## src/rtl/osc_tick_gen.sv

```systemverilog
// Multi-channel tick generator clocked by the RC oscillator, with a runtime-programmable divisor per channel.
// Define OSC_TICK_GEN_HEARTBEAT_EN to build the HB toggle flop on channel 0; otherwise HB is tied low.
module osc_tick_gen #(
    parameter int NUM_CH  = 4,
    parameter int DIV_W   = 20,
    parameter int DEF_DIV = 1000,
    localparam int CH_W   = (NUM_CH > 1) ? $clog2(NUM_CH) : 1
) (
    input  logic              CLK,
    input  logic              RESETN,
    input  logic              EN,
    input  logic              CFG_VALID,
    output logic              CFG_READY,
    input  logic [CH_W-1:0]   CFG_CH,
    input  logic [DIV_W-1:0]  CFG_DIV,
    output logic              CFG_ERR,
    output logic [NUM_CH-1:0] TICK,
    output logic              HB
);

    localparam logic [DIV_W-1:0] DEF_DIV_V = DIV_W'(DEF_DIV);
    localparam logic [DIV_W-1:0] DEF_CNT_V = (DEF_DIV == 0) ? '0 : DIV_W'(DEF_DIV - 1);

    logic [DIV_W-1:0]  div_q [NUM_CH];
    logic [DIV_W-1:0]  cnt_q [NUM_CH];
    logic [DIV_W-1:0]  div_d [NUM_CH];
    logic [DIV_W-1:0]  cnt_d [NUM_CH];
    logic [NUM_CH-1:0] tick_q;
    logic [NUM_CH-1:0] tick_d;
    logic              busy_q;
    logic [CH_W-1:0]   pend_ch_q;
    logic              pend_ok_q;
    logic              err_q;
    logic              accept;
    logic [31:0]       cfg_ch_ext;
    logic              cfg_ch_ok;

    // Channel index is widened before the range test so non-power-of-two NUM_CH is handled.
    assign cfg_ch_ext = 32'(CFG_CH);
    assign cfg_ch_ok  = cfg_ch_ext < 32'(NUM_CH);
    assign accept     = CFG_VALID & ~busy_q;
    assign CFG_READY  = ~busy_q;
    assign CFG_ERR    = err_q;
    assign TICK       = tick_q;

    // A pending reload takes priority over both the run enable and a terminal count on that channel.
    always_comb begin
        for (int i = 0; i < NUM_CH; i++) begin
            div_d[i]  = div_q[i];
            cnt_d[i]  = cnt_q[i];
            tick_d[i] = 1'b0;
            if (accept && cfg_ch_ok && (CFG_CH == CH_W'(i))) begin
                div_d[i] = CFG_DIV;
            end
            if (busy_q && pend_ok_q && (pend_ch_q == CH_W'(i))) begin
                cnt_d[i] = (div_q[i] == '0) ? '0 : div_q[i] - 1'b1;
            end else if (EN) begin
                if (div_q[i] == '0) begin
                    cnt_d[i] = '0;
                end else if (cnt_q[i] == '0) begin
                    cnt_d[i]  = div_q[i] - 1'b1;
                    tick_d[i] = 1'b1;
                end else begin
                    cnt_d[i] = cnt_q[i] - 1'b1;
                end
            end
        end
    end

    always_ff @(posedge CLK or negedge RESETN) begin
        if (!RESETN) begin
            for (int i = 0; i < NUM_CH; i++) begin
                div_q[i] <= DEF_DIV_V;
                cnt_q[i] <= DEF_CNT_V;
            end
            tick_q    <= '0;
            busy_q    <= 1'b0;
            pend_ch_q <= '0;
            pend_ok_q <= 1'b0;
            err_q     <= 1'b0;
        end else begin
            for (int i = 0; i < NUM_CH; i++) begin
                div_q[i] <= div_d[i];
                cnt_q[i] <= cnt_d[i];
            end
            tick_q <= tick_d;
            busy_q <= accept;
            if (accept) begin
                pend_ch_q <= CFG_CH;
                pend_ok_q <= cfg_ch_ok;
            end
            err_q <= accept & ~cfg_ch_ok;
        end
    end

`ifdef OSC_TICK_GEN_HEARTBEAT_EN
    logic hb_q;

    always_ff @(posedge CLK or negedge RESETN) begin
        if (!RESETN) begin
            hb_q <= 1'b0;
        end else if (tick_d[0]) begin
            hb_q <= ~hb_q;
        end
    end

    assign HB = hb_q;
`else
    assign HB = 1'b0;
`endif

endmodule

```

## config.mk

```make
export PLATFORM = sky130hd
export DESIGN_NAME = osc_tick_gen
export DESIGN_NICKNAME = d
export VERILOG_FILES = /design/src/rtl/osc_tick_gen.sv
export SDC_FILE = /design/constraint.sdc
export NUM_CORES = 1
export LEC_CHECK = 0
export CELL_PAD_IN_SITES_DETAIL_PLACEMENT = 0
export CELL_PAD_IN_SITES_GLOBAL_PLACEMENT = 2
export CORE_ASPECT_RATIO = 0.6
export CORE_MARGIN = 4
export CORE_UTILIZATION = 25
export DETAILED_ROUTE_END_ITERATION = 8
export PLACE_DENSITY_LB_ADDON = 0.25
export SYNTH_ARGS = -nofsm -noshare
export SYNTH_HDL_FRONTEND = slang
export SYNTH_SLANG_ARGS = --single-unit
```

## constraint.sdc

```tcl
create_clock -name CLK -period 7.5 [get_ports CLK]
set_input_delay 0.75 -clock CLK [delete_from_list [all_inputs] [get_ports CLK]]
set_output_delay 0.75 -clock CLK [all_outputs]
set_load 0.005 [all_outputs]
```

Word-level counts from Yosys, hierarchy flattened
Cells that the tools add are included.
- word-level logic and storage cells: 92
- input port bits: 26
- flip-flop bits (word level): 169
- add/sub/neg operators: 8
- reduce and logical (&&, ||, !) cells: 24
- bitwise gates (word level): 4
- mux-type cells: 36
- $lt $le $gt $ge: 1
- equality and inequality tests: 6
- operators by type and width (operator ; number):
    $mux 20 ; 20
    $logic_not 20->1 ; 8
    $sub 20x1->20 const B ; 8
    $mux 1 ; 16
    $logic_and 1x1->1 ; 10
    $eq 2x2->1 const B ; 4
    $reduce_bool 2->1 ; 4
    $eq 2x1->1 const B ; 2
    $logic_not 2->1 ; 2
    $lt 2x3->1 const B ; 1
    $and 1x1->1 ; 2
    $not 1->1 ; 2

Longest topological paths before layout
- depth in word-level cells: 5
- mapped depth: 10
- mapped depth without buffers: 8

Worst setup path after synthesis
OpenSTA, ideal clock, no wires.
- path kind: register to register
- start point: reg cnt_q[43] (netlist bit)
- end point: reg cnt_q[54] (netlist bit)
- path buffers: 1
- cell stages (with the launch flop): 8
- clock period less this slack: 2377 ps
- library setup time: 64 ps
- slack: 5123 ps
- data arrival time: 2312 ps
- cell sequence: dfrtp_1 -> or4_4 -> or2_1 -> buf_6 -> or3_4 -> or4_1 -> a31oi_1 -> a21o_1
- word-level cells in the longest chain between the ends: 5
- ends and longest elaborated chain (item ; line ; text):
    start: declaration ; 25 ; logic [DIV_W-1:0] cnt_q [NUM_CH];
    start signal: indexed assignment ; 84 ; cnt_q[i] <= cnt_d[i];
    $sub 20x1->20 or $logic_not 20->1 (tied branches) ; 64, 60 ;
    $mux 20 * ; 60 ; end else if (cnt_q[i] == '0) begin
    $mux 20 * ; 58 ; if (div_q[i] == '0) begin
    $mux 20 * ; 57 ; end else if (EN) begin
    $mux 20 * ; 55 ; if (busy_q && pend_ok_q && (pend_ch_q == CH_W'(i))) begin
Every way passes the cells marked *; elsewhere a longest branch is shown, timed or not. The select of a mux whose other input is x is not followed.
A chain may end at the register's enable or synchronous reset.

Worst setup path in the final report
- start point: reg cnt_q[47] (netlist bit)
- end point: reg cnt_q[44] (netlist bit)
- word-level cells in the longest chain between the ends: 5
- ends and longest elaborated chain (item ; line):
    $logic_not 20->1 ; 60
    $mux 20 ; 60
    $mux 20 ; 58
    $mux 20 ; 57
    $mux 20 ; 55
Every way passes these cells. The select of a mux whose other input is x is not followed.

==> results_dict.tcl <==
set metrics [dict create \
    viasPerCell 5.23 \
    synth.top_cells.by_area "dfrtp_1 (28%), dfstp_2 (15%), mux2_2 (8.5%)" \
    htree_levels 4 \
    start_util_pct 25.6 \
    leakagePower_nw 4.25 \
    io_buffer_count 30 \
    grt_util_all_layers_pct 15.0 \
    critical_path.max_fanout 11 \
    timing.slew.headroom_pct 24.8 \
    critical_path.startpoint_type "flip-flop" \
    firstDrtPassIters 5 \
    setup_tns_ns 0 \
    hold_path.class "primary input to async pin" \
    floorplan.die.height_um 164 \
    gp_congestion 0.776 \
    r2r_setup_slack_ns 4.22 \
    clk_pin_slew_worst_paths_ns 0.07 \
    drive_above_1_share_pct 18.0 \
    cts_root_buffer "clkbuf_16" \
    fin_crit_ns 3.28 \
    placedInstanceArea_sq_um 10900 \
    arrival_time_reported_for_the_critical_path_endpoint_ns 3.60 \
    syn_inst 1071 \
    worst_ep_required_time_ns 7.83 \
    tritoncts.num_buffers 17 \
    row_count 56 \
    detailroute.via_count 8452 \
    final_cell_area_sq_um 11500 \
    synth.largest_area_cell "dfrtp_1" \
    core_region_area_sq_um 39500 \
    critPathCaptureType "flip-flop" \
    routedWlPerCell_um 19.8 \
    irDropWorstVdd_mv 0.127 \
    footprint_of_the_multi_input_gates_sq_um 5530 \
    max_clock_freq_mhz 305 \
    final-hold-violation-count 0 \
    grt_overflow 0 \
    boundaryPins 33 \
    maxSlewViolCount 0 \
    max_cap_violations 0 \
    synth-edff-count 0 \
    worst_r2r_endpoint "cnt_q[44]" \
    antenna_violations_before_repair 1 \
    rsz_0062_raised_after_global_routing "false" \
    dr.first_iter.drc_count 705 \
    synth_area_per_cell_sq_um 9.45 \
    async_flop_share_pct 100 \
    antenna_violating_nets_post_route 0 \
    cts-hold-fix-buffers 0 \
    die_area_sq_um 43900 \
    synth_top_flop_cell "dfrtp_1" \
    clock_latency_ns 0.44 \
    rr_startpoint "cnt_q[47]" \
    post-cts-setup-buffer-count 0 \
    yosys_warnings 0 \
    finalWirelength_um 32000 \
    reg2reg_depth 6 \
    syn_to_final_growth_pct 13.6 \
    synth.cell_area_sq_um 10100 \
    clock_sink_count 168 \
    place_hpwl_um 23400 \
    run_status "finished clean" \
    nFillCells 4217 \
    chipWidth_um 268 \
    yosys_register_bits 168 \
    synth_sequential_area_ratio_pct 42.2 \
    postcts_resize_cnt 0 \
    setup.worst_path.class "flip-flop to flip-flop" \
    cellPowerDensity_nw_per_um2 311 \
    setup_viol 0 \
    cts_tree "done" \
    post_synth_num_cell_types 70 \
    drcViolationCount 0 \
    number_of_global_route_vias_before_repair 8127 \
    timing.final.crit_share_pct 43.7 \
    grt_pass1_wl_um 50500 \
    seqCellArea_sq_um 4270 \
    final_layout_net_count 1122 \
    timing.clock.skew_ns 0.0109 \
    grt_max_degree 63 \
    cts_buffer_depth 2 \
    tightestPinTransition_ns 1.13 \
    top_area_cell_type_share_of_the_netlist_area_pct 27.7 \
]
-- routing by layer --
metal / wire [um] / part of all wire, % / GRT usage (%)
met5: 0 / 0 / 0
met2: 11600 / 36 / 18.2
met4: 182 / 0.57 / 2.60
met1: 18500 / 58 / 25.5
met3: 1720 / 5.4 / 3.58
-- critical path, stage by stage (launching register included) --
cell     delay [ns]
dfstp_2        0.40
or4_1          0.68
nor4_4         0.40
a41oi_1        0.53
o21ai_1        0.68
o21ai_0        0.20
a22o_1         0.26
-- synth_stat cells (all sizes together) (5+ instances only) --
cell type	instances
clkbuf	36
nand3	29
o21ai	83
o31ai	15
nor3	59
nor2	82
dfrtp	112
buf	15
o22ai	14
a21oi	37
nor4	42
or3	24
a31oi	7
nand4	16
nand2	92
or2	9
nand2b	12
xnor2	41
ha	16
nor2b	5
a32o	12
o2bb2ai	17
a22o	19
or4	11
dfstp	56
o41ai	5
mux2	76
nand3b	7
inv	29
xor2	29
-- cells by family after synthesis --
group | count (synthesis) | share of synthesized area [%]
flops | 168 | 42.2
compound gates | 245 | 16.1
other cells | 1 | 0.0370
xor+xnor | 70 | 6.06
simple gates | 412 | 21.5
buf+inv | 80 | 3.34
mux | 79 | 8.75
fa+ha+maj | 16 | 1.98
-- registers in the layout, summed over array words and instances (netlist names) --
name / cells
TICK: 4
busy_q: 1
cnt_q: 80
div_q: 80
pend_ch_q: 2
pend_ok_q: 1
-- power by group --
part	switching (mW)	internal, mW	leakage (nW)	total (mW)
clock network	0.416	0.447	0.269	0.863
logic	0.585	0.482	2.02	1.07
registers	0.366	1.28	1.97	1.65
total	1.37	2.21	4.25	3.58
-- layout by cell type, fill, tap and decap left out, types with 10 or more instances in the layout --
| master | n |
|---|---|
| a21oi_1 | 37 |
| a22o_1 | 19 |
| a32o_1 | 12 |
| clkbuf_16 | 17 |
| clkdlybuf4s50_1 | 29 |
| dfrtp_1 | 112 |
| dfstp_2 | 56 |
| ha_1 | 16 |
| inv_1 | 29 |
| mux2_2 | 76 |
| nand2_1 | 92 |
| nand2b_1 | 12 |
| nand3_1 | 28 |
| nand4_1 | 16 |
| nor2_1 | 81 |
| nor3_1 | 58 |
| nor4_1 | 37 |
| o21ai_0 | 79 |
| o22ai_1 | 14 |
| o2bb2ai_1 | 17 |
| o31ai_1 | 15 |
| or3_1 | 23 |
| or4_1 | 10 |
| xnor2_1 | 41 |
| xor2_1 | 29 |
-- layout make-up --
type | count | area share [%]
clock inverter | 12 | 0.816
clock buffer | 20 | 3.97
antenna | 2 | 0.0435
sequential | 168 | 37.2
tap | 522 | 5.68
multi-input combinational | 824 | 48.1
inverter | 29 | 0.947
timing repair buffer | 40 | 3.25
-- worst max-delay path by stage --
stage	from	to	slack [ns]
after floorplan	cnt_q[43]	cnt_q[54]	5.12
after global placement	div_q[10]	cnt_q[17]	4.25
after detailed placement	cnt_q[47]	cnt_q[44]	4.32
after CTS	cnt_q[47]	cnt_q[44]	4.30
after global routing	cnt_q[47]	cnt_q[44]	4.05
final	cnt_q[47]	cnt_q[44]	4.22
-- stage by stage --
| step | power (mW) | util [%] | instances | setup slack (ns) | hold slack, ns |
|---|---|---|---|---|---|
| 2_1_floorplan | 2.36 | - | 1072 | 5.12 | 0.451 |
| 3_3_place_gp | 2.73 | 27.7 | 1582 | 4.25 | 0.476 |
| 3_5_place_dp | 2.72 | 27.7 | 1582 | 4.32 | 0.480 |
| 4_1_cts | 3.60 | 29.1 | 1614 | 4.30 | 0.273 |
| 5_1_grt | 3.83 | 29.1 | 1615 | 4.05 | 0.285 |
| 6_report | 3.58 | 29.1 | 1617 | 4.22 | 0.268 |
Note: power is estimated with default switching activity, not from simulation.
